**src/rtl/pll_lock_supervisor.sv**
```systemverilog
// pll_lock_supervisor: per-channel PLL reset sequencing, lock synchronisation and qualification,
// sticky lock-loss detection and bounded auto-retry ending in a latched fault.
module pll_lock_supervisor #(
    parameter int CHANNELS      = 2,
    parameter int SYNC_STAGES   = 3,
    parameter int RST_CYCLES    = 16,
    parameter int LOCK_TIMEOUT  = 4096,
    parameter int STABLE_CYCLES = 256,
    parameter int MAX_RETRY     = 3
) (
    input  logic                clk,
    input  logic                rst_n,
    input  logic [CHANNELS-1:0] lock_in,
    input  logic [CHANNELS-1:0] clr_fault,
    output logic [CHANNELS-1:0] pll_rst,
    output logic [CHANNELS-1:0] lock_ok,
    output logic [CHANNELS-1:0] lock_lost,
    output logic [CHANNELS-1:0] fail,
    output logic                all_locked,
    output logic                fail_any
);
    localparam int MAX_A = (RST_CYCLES > LOCK_TIMEOUT) ? RST_CYCLES : LOCK_TIMEOUT;
    localparam int MAX_C = (MAX_A > STABLE_CYCLES) ? MAX_A : STABLE_CYCLES;
    localparam int CW = $clog2(MAX_C + 1);
    localparam int RW = (MAX_RETRY > 0) ? $clog2(MAX_RETRY + 1) : 1;
    localparam logic [CW-1:0] RST_END = CW'(RST_CYCLES - 1);
    localparam logic [CW-1:0] TO_END  = CW'(LOCK_TIMEOUT - 1);
    localparam logic [CW-1:0] ST_END  = CW'(STABLE_CYCLES - 1);
    localparam logic [RW-1:0] RTY_MAX = RW'(MAX_RETRY);

    typedef enum logic [2:0] {S_RST, S_WAIT, S_QUAL, S_LOCKED, S_FAIL} state_t;

    assign all_locked = &lock_ok;
    assign fail_any   = |fail;

    for (genvar g = 0; g < CHANNELS; g++) begin : g_ch
        logic [SYNC_STAGES-1:0] r_sync;
        state_t                 r_state, w_next;
        logic [CW-1:0]          r_cnt, w_cnt;
        logic [RW-1:0]          r_rty, w_rty;
        logic                   r_pll_rst, r_lock_ok, r_lost, r_fail;
        logic                   w_lock_s, w_att_fail;

        assign w_lock_s = r_sync[SYNC_STAGES-1];

        always_ff @(posedge clk) begin
            if (!rst_n) begin
                r_sync    <= '0;
                r_state   <= S_RST;
                r_cnt     <= '0;
                r_rty     <= '0;
                r_pll_rst <= 1'b1;
                r_lock_ok <= 1'b0;
                r_lost    <= 1'b0;
                r_fail    <= 1'b0;
            end else begin
                r_sync    <= {r_sync[SYNC_STAGES-2:0], lock_in[g]};
                r_state   <= w_next;
                r_cnt     <= w_cnt;
                r_rty     <= w_rty;
                // Outputs are registered from the next state so they track the FSM without lag
                r_pll_rst <= (w_next == S_RST) || (w_next == S_FAIL);
                r_lock_ok <= (w_next == S_LOCKED);
                r_fail    <= (w_next == S_FAIL);
                // A loss in the same cycle as a clear keeps the flag set
                r_lost    <= ((r_state == S_LOCKED) && !w_lock_s) || (r_lost && !clr_fault[g]);
            end
        end

        always_comb begin
            w_next     = r_state;
            w_cnt      = r_cnt;
            w_rty      = r_rty;
            w_att_fail = 1'b0;
            case (r_state)
                S_RST: begin
                    w_next = (r_cnt == RST_END) ? S_WAIT : S_RST;
                    w_cnt  = (r_cnt == RST_END) ? '0 : r_cnt + CW'(1);
                end
                S_WAIT: begin
                    if (w_lock_s) begin
                        w_next = S_QUAL;
                        w_cnt  = '0;
                    end else if (r_cnt == TO_END) begin
                        w_att_fail = 1'b1;
                    end else begin
                        w_cnt = r_cnt + CW'(1);
                    end
                end
                S_QUAL: begin
                    if (!w_lock_s) begin
                        w_att_fail = 1'b1;
                    end else if (r_cnt == ST_END) begin
                        w_next = S_LOCKED;
                        w_rty  = '0;
                    end else begin
                        w_cnt = r_cnt + CW'(1);
                    end
                end
                S_LOCKED: begin
                    w_next = w_lock_s ? S_LOCKED : S_RST;
                    w_cnt  = w_lock_s ? r_cnt : '0;
                end
                S_FAIL: begin
                    w_next = clr_fault[g] ? S_RST : S_FAIL;
                    w_cnt  = clr_fault[g] ? '0 : r_cnt;
                    w_rty  = clr_fault[g] ? '0 : r_rty;
                end
                default: begin
                    w_next = S_RST;
                    w_cnt  = '0;
                end
            endcase
            if (w_att_fail) begin
                w_next = (r_rty == RTY_MAX) ? S_FAIL : S_RST;
                w_rty  = (r_rty == RTY_MAX) ? r_rty : r_rty + RW'(1);
                w_cnt  = '0;
            end
        end

        assign pll_rst[g]   = r_pll_rst;
        assign lock_ok[g]   = r_lock_ok;
        assign lock_lost[g] = r_lost;
        assign fail[g]      = r_fail;
    end
endmodule

```
**config.mk**
```make
export PLATFORM = sky130hd
export DESIGN_NAME = pll_lock_supervisor
export DESIGN_NICKNAME = d
export VERILOG_FILES = /design/src/rtl/pll_lock_supervisor.sv
export SDC_FILE = /design/constraint.sdc
export NUM_CORES = 1
export LEC_CHECK = 0
export BUFFER_PORTS_ARGS = -buffer_cell sky130_fd_sc_hd__buf_4
export CORE_UTILIZATION = 35
export CTS_CLUSTER_DIAMETER = 50
export DETAILED_ROUTE_END_ITERATION = 8
export PLACE_DENSITY = 0.48
export SLEW_MARGIN = 20
export SYNTH_ARGS = -nofsm -noshare
export SYNTH_HDL_FRONTEND = slang
export SYNTH_SLANG_ARGS = --single-unit
```
**constraint.sdc**
```tcl
create_clock -name clk -period 2.7 [get_ports clk]
set_input_delay 0.135 -clock clk [delete_from_list [all_inputs] [get_ports clk]]
set_output_delay 0.135 -clock clk [all_outputs]
set_load 0.05 [all_outputs]
```
* Word-level counts from Yosys, hierarchy flattened
Index checks and enable logic that the tools add are counted.
** Operators by class
- Bitwise operators :: 1
- Reductions and logical operators :: 26
- Mux-type cells :: 54
- Equality and inequality tests :: 38
- $add $sub $neg :: 4
** Operator list (count)
- two-way mux 13 bit :: 14
- case mux 13 bit (5 select lines) :: 2
- two-way mux 3 bit :: 12
- case mux 3 bit (5 select lines) :: 2
- adder 13 x 1 -> 13 bit, second input constant :: 2
- == test 13 x 12 -> 1 bit, second input constant :: 2
- == test 13 x 4 -> 1 bit, second input constant :: 2
- == test 13 x 8 -> 1 bit, second input constant :: 2
- two-way mux 2 bit :: 12
- inequality test 3 bit, second input constant :: 8
- inequality test 2 bit, second input constant :: 10
- AND reduction 5 bit :: 4
- == test 3 x 2 -> 1 bit, second input constant :: 6
- == test 3 bit, second input constant :: 4
- zero test 3 bit :: 4
- two-way mux 1 bit :: 8
- case mux 2 bit (2 select lines) :: 2
- == test 3 x 1 -> 1 bit, second input constant :: 2
- nonzero test 3 bit :: 2
- OR reduction 2 bit :: 3
- adder 2 x 1 -> 2 bit, second input constant :: 2
- == test 2 bit, second input constant :: 2
- logical AND 1 bit :: 4
- zero test 1 bit :: 4
- other kinds (4) :: 8
** Word-level totals
- Input port bits :: 6
- Logic and storage cells :: 139
- Register bits :: 50
- Output and inout bits :: 10

* Logic depth before layout (Yosys ltp)
- Depth in word-level cells :: 7
- Depth in mapped cells :: 8
- Mapped depth without buffers :: 6

* Worst setup path before layout
No wires, ideal clock.
- Path type :: flip-flop to flip-flop
- Start point :: register g_ch[1].r_state[2]
- End point :: register g_ch[1].r_cnt[9]
- Setup slack :: 0.691 ns
- Buffers on the path :: 2
- Arrival time :: 1.882 ns
- Period minus slack after synthesis :: 2.009 ns
- Required time :: 2.573 ns
- Cell stages (with the launch flop) :: 8
- Setup time :: 0.127 ns
- Path through :: dfxtp_1 > clkbuf_2 > or4b_1 > or4_4 > a21o_1 > buf_2 > nand4_1 > o21ai_0
** Between the ends
- Word-level cells in the longest chain between the ends :: 3
- Elaborated cells between the ends (all ways) :: 14
- Those cells by class :: 9 x eq/ne; 2 x mux; 3 x reduce/logical
** Ends and longest elaborated chain
- from (decl) :: line 38 : state_t r_state, w_next;
- from (signal assigned) :: line 58 : r_state <= w_next;
- == test 3 x 1 -> 1 bit, or another cell as far along :: line 75 : case (r_state)
- inequality test 3 bit (no line), or another cell as far along
- AND reduction 5 bit (no line) / OR reduction 2 bit (equally long branches)
- to (signal assigned) :: line 59 : r_cnt <= w_cnt;
- to (decl) :: line 39 : logic [CW-1:0] r_cnt, w_cnt;
Several ways; a longest one is shown, not always the timed one.
A chain may end at the register's enable or synchronous reset.

* Final worst setup path
- Start point :: register g_ch[0].r_cnt[0]
- End point :: register g_ch[0].r_lock_ok
** Between the ends
- Word-level cells in the longest chain between the ends :: 6
- Elaborated cells between the ends (all ways) :: 12
- Those cells by class :: 4 x eq/ne; 8 x mux
** Ends and longest elaborated chain
- from (decl) :: line 39
- from (signal assigned) :: line 59
- == test 13 x 8 -> 1 bit / == test 13 x 12 -> 1 bit (equally long branches) :: line 93, 84
- two-way mux 3 bit / two-way mux 1 bit (equally long branches) :: line 93, 84
- two-way mux 3 bit / two-way mux 1 bit (equally long branches) :: line 91, 81
- case mux 3 bit (5 select lines) / case mux 1 bit (2 select lines) (equally long branches) :: line 75
- two-way mux 3 bit * :: line 114 : if (w_att_fail) begin
- == test 3 x 2 -> 1 bit * :: line 63 : r_lock_ok <= (w_next == S_LOCKED);
- to (signal assigned) :: line 63
- to (decl) :: line 41 : logic r_pll_rst, r_lock_ok, r_lost, r_fail;
Every way passes the cells marked *; elsewhere a longest branch is shown, timed or not.

==> key figures <==
Status
  • Outcome: complete, no violations

Floorplan
  • Die Ht: between 80 and 90 um
  • Core ar.: 0.00729 mm2
  • Die width: 89.0 um
  • Die area: between 0.007 and 0.008 mm2
  • Initial Util: 36.3%
  • Rows: 31
  • IO Pins: 16

Routing
  • DRC violation count after routing: 0
  • DRT Wirelength: 6.22 mm
  • Drt pass-1 iters: 6
  • Via count: roughly 2400
  • Initial drt markers: ~130
  • Post-DR wirelength/cell: 14.9 um
  • Final ANT Viol Nets: 0
  • Vias per inst: approximately 5.7

Timing
  • Max-Slew Margin vs Limit: between 50 and 60%
  • Final Hold Fails: 0
  • Final setup TNS: 0 ns
  • Fmax: ~420 MHz
  • Fin Hold WS: ~0.038 ns
  • Final worst setup slack: 0.327 ns
  • Final Critical Period: approximately 2.4 ns
  • Final Skew: approximately 0.0024 ns
  • Final setup vio count: 0
  • Final cycle utilization of the critical path: ~88%
  • Measured slew at the worst slew-check pin: between 0.6 and 0.7 ns
  • RSZ-0062 raised after global routing: no
  • Slew Viols, Final: 0

GRT
  • Initial antenna violation count: 0
  • Largest net degree at the start of global routing: 18
  • Global-route wire length before repair: roughly 10 mm
  • Global Route Usage Sum: between 10% and 20%
  • Number of global-route vias before repair: approximately 2100
  • Global route overflow: 0

Synthesis
  • Yosys warnings: 0
  • Post-synthesis sequential element count: 50
  • Top-area cell type share of the netlist area: 37.8%
  • Number of flops mapped to enable cells by yosys: 0
  • Ys flop type: dfxtp_1
  • Gate count of the mapped netlist: 315
  • Synth area leaders: dfxtp_1 38%, a21oi_1 4.5%, nand3_1 4.2%
  • Syn Std Cell Area: approximately 0.0027 mm2
  • Asr flop ratio synth: 0%
  • Area leader, netlist: dfxtp_1
  • Sequential fraction of the synthesis area: 37.8%
  • Avg Inst Size Synth: about 8.4 um2
  • Unique cell type count in the Yosys netlist: 54
  • Post-synth net total: around 330

Min path
  • Min-delay worst type: primary input to flip-flop

Cells and area
  • Fin cells: around 420
  • Net count, final: roughly 330
  • Layout area overhead: 8.73%
  • Ratio of cells with drive above 1 in the final layout: 15.0%
  • Design Area, Final: about 0.0029 mm2
  • ANT cells: 0
  • Core Util, Final: 39.5%

Place
  • Setup slack after placement: about 0.36 ns
  • Placed Instances: around 400
  • Hpwl dp: ~4.3 mm
  • Placer Congestion: slightly below 0.8
  • Area post-placement: 0.00279 mm2
  • I/O Buffers: 15

Worst setup path
  • Worst Path Buf+Inv: 1
  • Worst path slowest cell: or4_1
  • Worst-path maximum fanout: 13
  • Reg2Reg Setup Slack: around 0.33 ns
  • Crit end category: flip-flop
  • Worst Path Required: approximately 2.9 ns
  • Crit path DAT: 2.56 ns
  • Startpoint Class: flip-flop
  • Cell Chain, Critical Path: ha_1, nand3_1, or4_1, o21ai_2, buf_4, a2111oi_1, nor3b_1
  • Crit Path Category: flip-flop to flip-flop
  • Slowest stage delay, CP: about 0.55 ns
  • Worst path top cell family by delay: simple AND/OR/NAND/NOR gates

Clocking
  • Clock Latency Late Sink: 0.30 ns
  • # hold bufs at CTS: 0
  • Num CTS Buffers: 5
  • Postcts setup bufs: 0
  • Clk buf depth: 2
  • CTS H-tree lvls: 2
  • Root Buffer: clkbuf_8
  • Post-CTS Resized: 0
  • CTS sink cnt: 50
  • TritonCTS clock tree: yes
  • Clock-pin slew on the worst setup and hold paths: about 0.090 ns

Power and ir drop
  • VDD IR-drop max: approximately 0.00026 V
  • PD cells: about 440 mW/mm2
  • Pwr Total: 1.26 mW
  • Leak: 0.931 nW

Run
  • Max-cap violations: 0
## area by class of cell
cell class	instances	area, um2
timing repair buffer	23	173
sequential	50	1000
clock buffer	6	82.6
multi-input combinational	227	1450
inverter	11	41.3
clock inverter	2	12.5
tap	99	124
fill	790	4410
## sequential cells by signal, indices dropped and copies added (netlist names)
name and cells:
g_ch.r_sync 6, g_ch.r_pll_rst 2, g_ch.r_lost 2, g_ch.r_lock_ok 2, g_ch.r_fail 2, g_ch.r_rty 4, g_ch.r_cnt 26, g_ch.r_state 6
## report_power, final
| part | total [mW] | switching, mW | internal (mW) |
|---|---|---|---|
| Combinational | 0.0437 | 0.0251 | 0.0186 |
| Clock | 0.457 | 0.250 | 0.206 |
| Sequential | 0.759 | 0.0112 | 0.748 |
## synth_stat cells (3+ instances only)
cell / number
nand4b_1: 4
buf_2: 7
a21oi_1: 24
dfxtp_1: 50
clkbuf_1: 7
o2111ai_1: 4
nand2_1: 14
nor2_1: 20
nand3b_1: 3
a211oi_1: 4
nor4_1: 11
a31oi_1: 9
o21ai_0: 12
or4_1: 7
or3_1: 3
or2_2: 5
nand3_1: 22
nand2b_1: 4
nand4_1: 8
and3_1: 3
o41ai_1: 4
and4_1: 3
and2_1: 9
buf_4: 11
ha_1: 4
o31ai_1: 5
nor3_1: 10
inv_1: 11
## routing by layer
layer  part of all wire, %  GRT usage [%]  vias up
li1                      -              -     1203
met1                    53           24.9     1119
met2                    42           24.3       42
met3                   4.0           3.14        2
met4                  0.66           5.63        0
met5                     0              0        -
## logic make-up (layout without fill, tap and decap cells)
logic type | Yosys count | after routing | synth area share (%)
flip-flops | 50 | 50 | 37.8
AO/OA/AOI/OAI | 83 | 83 | 21.7
AND/OR/NAND/NOR | 140 | 140 | 31.1
buffers and inverters | 38 | 42 | 7.60
adder cells (fa/ha/maj) | 4 | 4 | 1.89
## cell usage in the layout, fill, tap and decap left out, types with 6 or more instances in the layout
| master | n |
|---|---|
| buf_4 | 23 |
| dfxtp_1 | 50 |
| inv_1 | 11 |
| or4_1 | 7 |
| a31oi_1 | 9 |
| a21oi_1 | 24 |
| and2_1 | 9 |
| nor4_1 | 11 |
| clkbuf_8 | 6 |
| o21ai_0 | 12 |
| nor3_1 | 10 |
| nand3_1 | 22 |
| nor2_1 | 20 |
| nand2_1 | 14 |
| nand4_1 | 8 |
## final timing paths
kind	from	endpoint	cells after the start
hold reg to reg	g_ch[1].r_sync[0]	g_ch[1].r_sync[1]	1
setup / recovery	g_ch[0].r_cnt[0]	g_ch[0].r_lock_ok	7
setup reg to reg	g_ch[0].r_cnt[0]	g_ch[0].r_lock_ok	7
hold / removal	lock_in[1]	g_ch[1].r_sync[0]	2
Power figures use the tool's default switching activity.
